===== config.mk =====
export PLATFORM = sky130hd
export DESIGN_NAME = wb_slave_register
export DESIGN_NICKNAME = d
export VERILOG_FILES = /design/src/rtl/wb_slave_register.sv
export SDC_FILE = /design/constraint.sdc
export NUM_CORES = 1
export LEC_CHECK = 0
export CORE_MARGIN = 2
export CORE_UTILIZATION = 45
export DETAILED_ROUTE_END_ITERATION = 7
export PLACE_DENSITY = 0.79
export SYNTH_ARGS = -nofsm -noshare
export SYNTH_HDL_FRONTEND = slang
export SYNTH_SLANG_ARGS = --single-unit

===== constraint.sdc =====
create_clock -name clk_i -period 2.5 [get_ports clk_i]
set_input_delay 0.25 -clock clk_i [delete_from_list [all_inputs] [get_ports clk_i]]
set_output_delay 0.25 -clock clk_i [all_outputs]
set_load 0.01 [all_outputs]

===== src/rtl/wb_slave_register.sv =====
// rtl/wb_slave_register.sv - single-word Wishbone B4 slave register with lane select
// Classic and pipelined single accesses, one-cycle ACK on hit, ERR on any other address.
module wb_slave_register #(
   parameter int ADDR_WIDTH = 16,
   parameter int DATA_WIDTH = 32,
   parameter int GRANULE    = 8,
   parameter logic [ADDR_WIDTH-1:0] REG_ADDR = '0,
   localparam int SEL_WIDTH = DATA_WIDTH / GRANULE
) (
   input  logic                  clk_i,
   input  logic                  rst_i,
   input  logic [ADDR_WIDTH-1:0] adr_i,
   input  logic [DATA_WIDTH-1:0] dat_i,
   output logic [DATA_WIDTH-1:0] dat_o,
   input  logic [SEL_WIDTH-1:0]  sel_i,
   input  logic                  we_i,
   input  logic                  cyc_i,
   input  logic                  stb_i,
   output logic                  ack_o,
   output logic                  err_o
);

   logic [DATA_WIDTH-1:0] data_reg;
   logic [DATA_WIDTH-1:0] lane_mask;
   logic                  accept;
   logic                  hit;

   // Blocking on a pending ack/err keeps a held classic strobe from being taken twice.
   assign accept = cyc_i & stb_i & ~ack_o & ~err_o;
   assign hit    = (adr_i == REG_ADDR);

   always_comb begin
      lane_mask = '0;
      for (int n = 0; n < SEL_WIDTH; n++)
         lane_mask[n*GRANULE +: GRANULE] = {GRANULE{sel_i[n]}};
   end

   always_ff @(posedge clk_i or posedge rst_i) begin
      if (rst_i) begin
         data_reg <= '0;
         dat_o    <= '0;
         ack_o    <= 1'b0;
         err_o    <= 1'b0;
      end else begin
         ack_o <= accept & hit;
         err_o <= accept & ~hit;
         if (accept && hit && we_i)
            data_reg <= (data_reg & ~lane_mask) | (dat_i & lane_mask);
         if (accept && hit && !we_i)
            dat_o <= data_reg & lane_mask;
      end
   end

endmodule


==> run metrics, run 1 <==
Slew HR=0.588; Synth area leaders=dfrtp_1 61%, mux2_2 13%, o21ai_0 11%, nand2_1 4.5%, nand4_2 1.9%; post_cts resized=0; worst vdd ir=0.421 mV; post-route cell area=slightly below 4000 µm²; top cell type's share of synthesized area=0.615; CTS buffer count=9; # Post-CTS Setup Buffers=0; Syn-to-layout area delta=43.9%; dpl hpwl=4.13 mm; Overall Global Routing Usage=0.199; most frequent cells in the layout=90 x clkdlybuf4s50_1, 66 x dfrtp_1, 57 x o21ai_0, 32 x mux2_2, 32 x nand2_1; metal2 WL=2.99 mm; Root Buffer=clkbuf_8; setup slack, reg-to-reg=between 0.6 and 0.7 ns; clock buffer depth=2; hold crit path type=input pin to async pin; worst r2r path cells=4; Max Used Layer=met4; RSZ-0062 raised after global routing=no; Core Util, Final=0.661; post-synthesis area per instance=roughly 12 µm²; Die ar.=6600 µm²; Die W=81.3 µm; initial DRC count=around 100; Placed Instances=383; Mapped Area=~2700 µm²; Vert. Die Dim=81.3 µm; antenna cells=0; cell count after synthesis=227; Synth cell types=23; critical path type=input pin to flip-flop; most common cell after layout, fill and taps aside=clkdlybuf4s50_1; Met1 Wirelength=2.48 mm; initial antenna violation count=0; Arr. time, crit path=approximately 2.1 ns; CTS tree=yes; post-synthesis net count=about 280; Port Buffers=90; MaxCap Viol Count=0; clock sink count=66; Leakage=about 1.7 nW; DR WL/cell=around 15 µm; FMAX=between 500 and 600 MHz; critical path launch point type=input pin; # setup viols final=0; CTS Hold Bufs=0; Yosys top cell by area=dfrtp_1; vias in the first global route=2138; setup_tns=0 ns; YS warnings=0; DRT Wirelength=5.86 mm; starting density of the core=0.459; Final Cycle Share=0.761; Final Hold Viols=0; Core ar.=5850 µm²; Vias=2068; FF-to-FF Start=err_o; fin cells=399; layout cells sized above 1=0.198; slew at the pin with the worst max-slew slack=0.614 ns; status=finished, final reports clean; met3 WL post-DR=289 µm; critical path peak fanout=8; DRC=0; Worst Skew=roughly 0.0074 ns; largest net degree at the start of global routing=46; clk_lat worst skew=0.33 ns; worst path required time=between 2 and 3 ns; num rows=28; htree depth=3; nets@finish=around 380; Tmin final=1.90 ns; post-synthesis sequential area ratio=0.615; DR pass1 iterations=4; pwr dens=between 500 and 600 nW/µm²; GRT Residual Overflow=0; #FFs+latches synth=66; IO Pins=91; Worst-path clk slew=approximately 0.07 ns; Final ANT Viol Nets=0; first-pass GRT wire length=between 9 and 10 mm; routability cong.=between 0.7 and 0.8; max-slew violations=0; placed cell area=approximately 3700 µm²; Worst setup EP type=flip-flop; Vias/cell=5.18
## Yosys cell counts (all sizes together)
cell / instances
buf: 5
and4bb: 1
inv: 1
and4: 2
dfrtp: 66
nand2b: 1
nand3b: 1
clkbuf: 10
mux2: 32
nor4: 4
and2: 2
nand2: 32
o21ai: 64
nand4: 5
nand3: 1
## kinds of logic after synthesis
group	after synthesis	synth area share
AOI/OAI and AO/OA	64	0.119
buffers and inverters	16	0.0251
DFF	66	0.615
muxes	32	0.134
and+or+nand+nor	49	0.107
## layout make-up
type / count / area, µm²
multi-input cells: 145 / 967
clock inverters: 4 / 25.0
fillers: 465 / 1990
flip-flops and latches: 66 / 1650
repair buffers: 96 / 958
inverters: 1 / 3.75
clock buffers: 12 / 165
well taps: 75 / 93.8
## metal layers
metal,up-vias,global-route usage
li1,983,-
met1,1022,0.244
met2,56,0.334
met3,7,0.0533
met4,0,0.0763
met5,-,0
## where the power goes
| part | leakage, nW | switching, mW | internal, mW |
|---|---|---|---|
| clock | 0.0944 | 0.395 | 0.438 |
| sequential | 0.922 | 0.000375 | 1.07 |
| combinational | 0.719 | 0.0515 | 0.0857 |
## critical path: stages
cell             delay, ns
clkdlybuf4s50_1       0.39
nor4_1                0.40
and4_2                0.41
nand4_2               0.29
mux2_2                0.38
## worst max-delay path by stage
stage / slack [ns] / cells past startpoint / from / to
floorplan: 0.60 / 1 / rst_i / async pin
global placement: 0.27 / 5 / adr_i[9] / flip-flop
detailed placement: 0.25 / 5 / adr_i[1] / flip-flop
CTS: 0.60 / 5 / adr_i[1] / flip-flop
global route: 0.46 / 5 / adr_i[2] / flip-flop
finish: 0.60 / 5 / adr_i[1] / flip-flop
## through the flow
| step | setup slack (ns) | hold slack (ns) | total power, mW |
|---|---|---|---|
| 3_5_place_dp | 0.250 | 0.493 | 1.23 |
| 4_1_cts | 0.597 | 0.259 | 2.06 |
| 5_1_grt | 0.464 | 0.274 | 2.12 |
| 2_1_floorplan | 0.595 | 0.401 | 1.12 |
| 3_3_place_gp | 0.273 | 0.487 | 1.23 |
| 6_report | 0.599 | 0.250 | 2.04 |
(Power assumes the default switching activity.)
==> inputs of run 2 (changes only) <==
--- a/config.mk
+++ b/config.mk
@@ -6,9 +6,9 @@
 export NUM_CORES = 1
 export LEC_CHECK = 0
 export CORE_MARGIN = 2
-export CORE_UTILIZATION = 45
+export CORE_UTILIZATION = 41
 export DETAILED_ROUTE_END_ITERATION = 7
-export PLACE_DENSITY = 0.79
+export PLACE_DENSITY = 0.76
 export SYNTH_ARGS = -nofsm -noshare
 export SYNTH_HDL_FRONTEND = slang
 export SYNTH_SLANG_ARGS = --single-unit
==> constraint.sdc (replaced) <==
create_clock -name clk_i -period 1.5 [get_ports clk_i]
set_input_delay 0.15 -clock clk_i [delete_from_list [all_inputs] [get_ports clk_i]]
set_output_delay 0.15 -clock clk_i [all_outputs]
set_load 0.01 [all_outputs]
==> run metrics, run 2 (same netlist as run 1, synthesis figures left out) <==
violated checks=setup timing; worst path required time=between 1.5 and 2 ns; Final ANT Viol Nets=0; critical path type=flip-flop to flip-flop; starting density of the core=0.423; Overall Global Routing Usage=0.189; GRT Residual Overflow=0; most common cell after layout, fill and taps aside=clkdlybuf4s50_1; antenna cells=0; DR WL/cell=15.8 µm; Vias=2196; CTS buffer count=9; worst r2r path cells=6; CTS Hold Bufs=0; Final Cycle Share=1.17; PnR worst setup slack=-0.256 ns; Core ar.=approximately 6300 µm²; # setup viols final=64; worst vdd ir=0.572 mV; Die W=84.9 µm; DP Worst Slack=-0.574 ns; DRC=0; Core Util, Final=0.678; buffer and inverter count on the worst path=2; register area=approximately 1700 µm²; Arr. time, crit path=2.01 ns; layout cells sized above 1=0.333; Critical Path Sink=dat_o[6]; Leakage=1.94 nW; num rows=29; sequential share of power=0.488; critical path launch point type=flip-flop; IO Pins=91; CP most frequent cell=buf_6; slew at the pin with the worst max-slew slack=0.357 ns; Port Buffers=90; Crit path depth=6; clock sink count=66; power consumption=3.65 mW; most frequent cells in the layout=88 x clkdlybuf4s50_1, 66 x dfrtp_1, 32 x nand2_1, 31 x mux2_2, 29 x o21ai_2; Comb pwr share=0.071; clock buffer depth=2; r2r endpoint=dat_o[6]; CP delay by family, top=simple AND/OR/NAND/NOR gates; clk_lat worst skew=0.34 ns; dpl hpwl=about 4.5 mm; sw frac=0.213; Worst setup EP type=flip-flop; clock power share=0.441; first-pass GRT wire length=10.5 mm; DR pass1 iterations=4; Worst Skew=0.00831 ns; Final Hold Viols=0; largest net degree at the start of global routing=67; FMAX=569 MHz; P_int=2.87 mW; FF-to-FF Start=err_o; setup_tns=-11.60 ns; fillers=about 490; htree depth=3; crit-path cells=and4bb_2 -> and4_4 -> nand3b_1 -> buf_6 -> buf_6 -> o21ai_1; hold crit path type=input pin to async pin; Slew HR=0.760; footprint of the multi-input gates=1130 µm²; pwr dens=~850 nW/µm²; CP peak stage delay=0.39 ns; initial antenna violation count=0; Tmin final=approximately 1.8 ns; Vert. Die Dim=84.9 µm; DRT Wirelength=6.65 mm; nets@finish=around 400; RSZ-0062 raised after global routing=yes; Die ar.=about 7200 µm²; setup slack, reg-to-reg=-0.26 ns; Syn-to-layout area delta=60.4%; Worst setup startpoint=err_o; Worst-path clk slew=0.07 ns; initial DRC count=80; Root Buffer=clkbuf_8; vias in the first global route=2262; CTS tree=yes; Fin Hold WS=0.253 ns; MaxCap Viol Count=0; critical path peak fanout=6; status=finished with violations; NetSw=0.778 mW; max-slew violations=0; Vias/cell=between 5 and 6; CP max-delay cell=dfrtp_1; routability cong.=about 0.76
-- run 2: cell types whose count changed in the layout (fill, tap and decap cells not counted), sizes merged --
cell / change
bufinv: +2
clkinv: +1
clkinvlp: +1
inv: -1
buf: +19
clkbuf: -1
clkdlybuf4s50: -2
dlymetal6s2s: +2
-- run 2: tightest hold or removal path: stages --
cell,delay [ns]
clkdlybuf4s50_1,0.45
clkinvlp_4,0.10
buf_12,0.29
-- run 2: through the flow --
| step | instance area (µm²) | instances |
|---|---|---|
| 2_1_floorplan | 2730 | 227 |
| 3_3_place_gp | 3810 | 399 |
| 3_5_place_dp | 3810 | 399 |
| 4_1_cts | 4100 | 417 |
| 5_1_grt | 4310 | 422 |
| 6_report | 4310 | 422 |
-- run 2: area by class of cell --
type,instances,area share
clock buffer,9,0.0288
clock inverter,7,0.0218
inverter,1,0.00174
multi-input combinational,145,0.262
sequential,66,0.383
tap,77,0.0224
timing repair buffer,117,0.280
-- run 2: power groups by stage --
| stage | registers, mW | clock network [mW] | logic, mW |
|---|---|---|---|
| after floorplan | 1.82 | 0 | 0.0572 |
| after global placement | 1.82 | 0 | 0.251 |
| after detailed placement | 1.81 | 0 | 0.254 |
| after CTS | 1.78 | 1.65 | 0.263 |
| after global routing | 1.78 | 1.72 | 0.280 |
| final | 1.78 | 1.61 | 0.260 |
-- run 2: layer usage --
| metal | wire (µm) | track usage | up-vias |
|---|---|---|---|
| met5 | 0 | 0 | - |
| met1 | 2510 | 0.221 | 1082 |
| met3 | 402 | 0.0545 | 15 |
| met4 | 157 | 0.0938 | 0 |
| met2 | 3580 | 0.320 | 76 |
| li1 | - | - | 1023 |
-- run 2: timing repair --
action / in CTS / in global routing
buffers inserted: 2 / 2
setup endpoints to repair: 64 / 66
gates resized for setup: 13 / 44
pin swaps: 5 / 1
cloned: 0 / 3
-- run 2: worst min path at each step --
stage	startpoint	to	cells after the start	slack, ns
detailed placement	flip-flop	flip-flop	1	0.49
floorplan	rst_i	async pin	1	0.29
global placement	dat_o[30]	dat_o[30]	2	0.49
global route	rst_i	dat_o[1]	3	0.29
CTS	rst_i	dat_o[2]	3	0.26
finish	rst_i	dat_o[11]	3	0.25
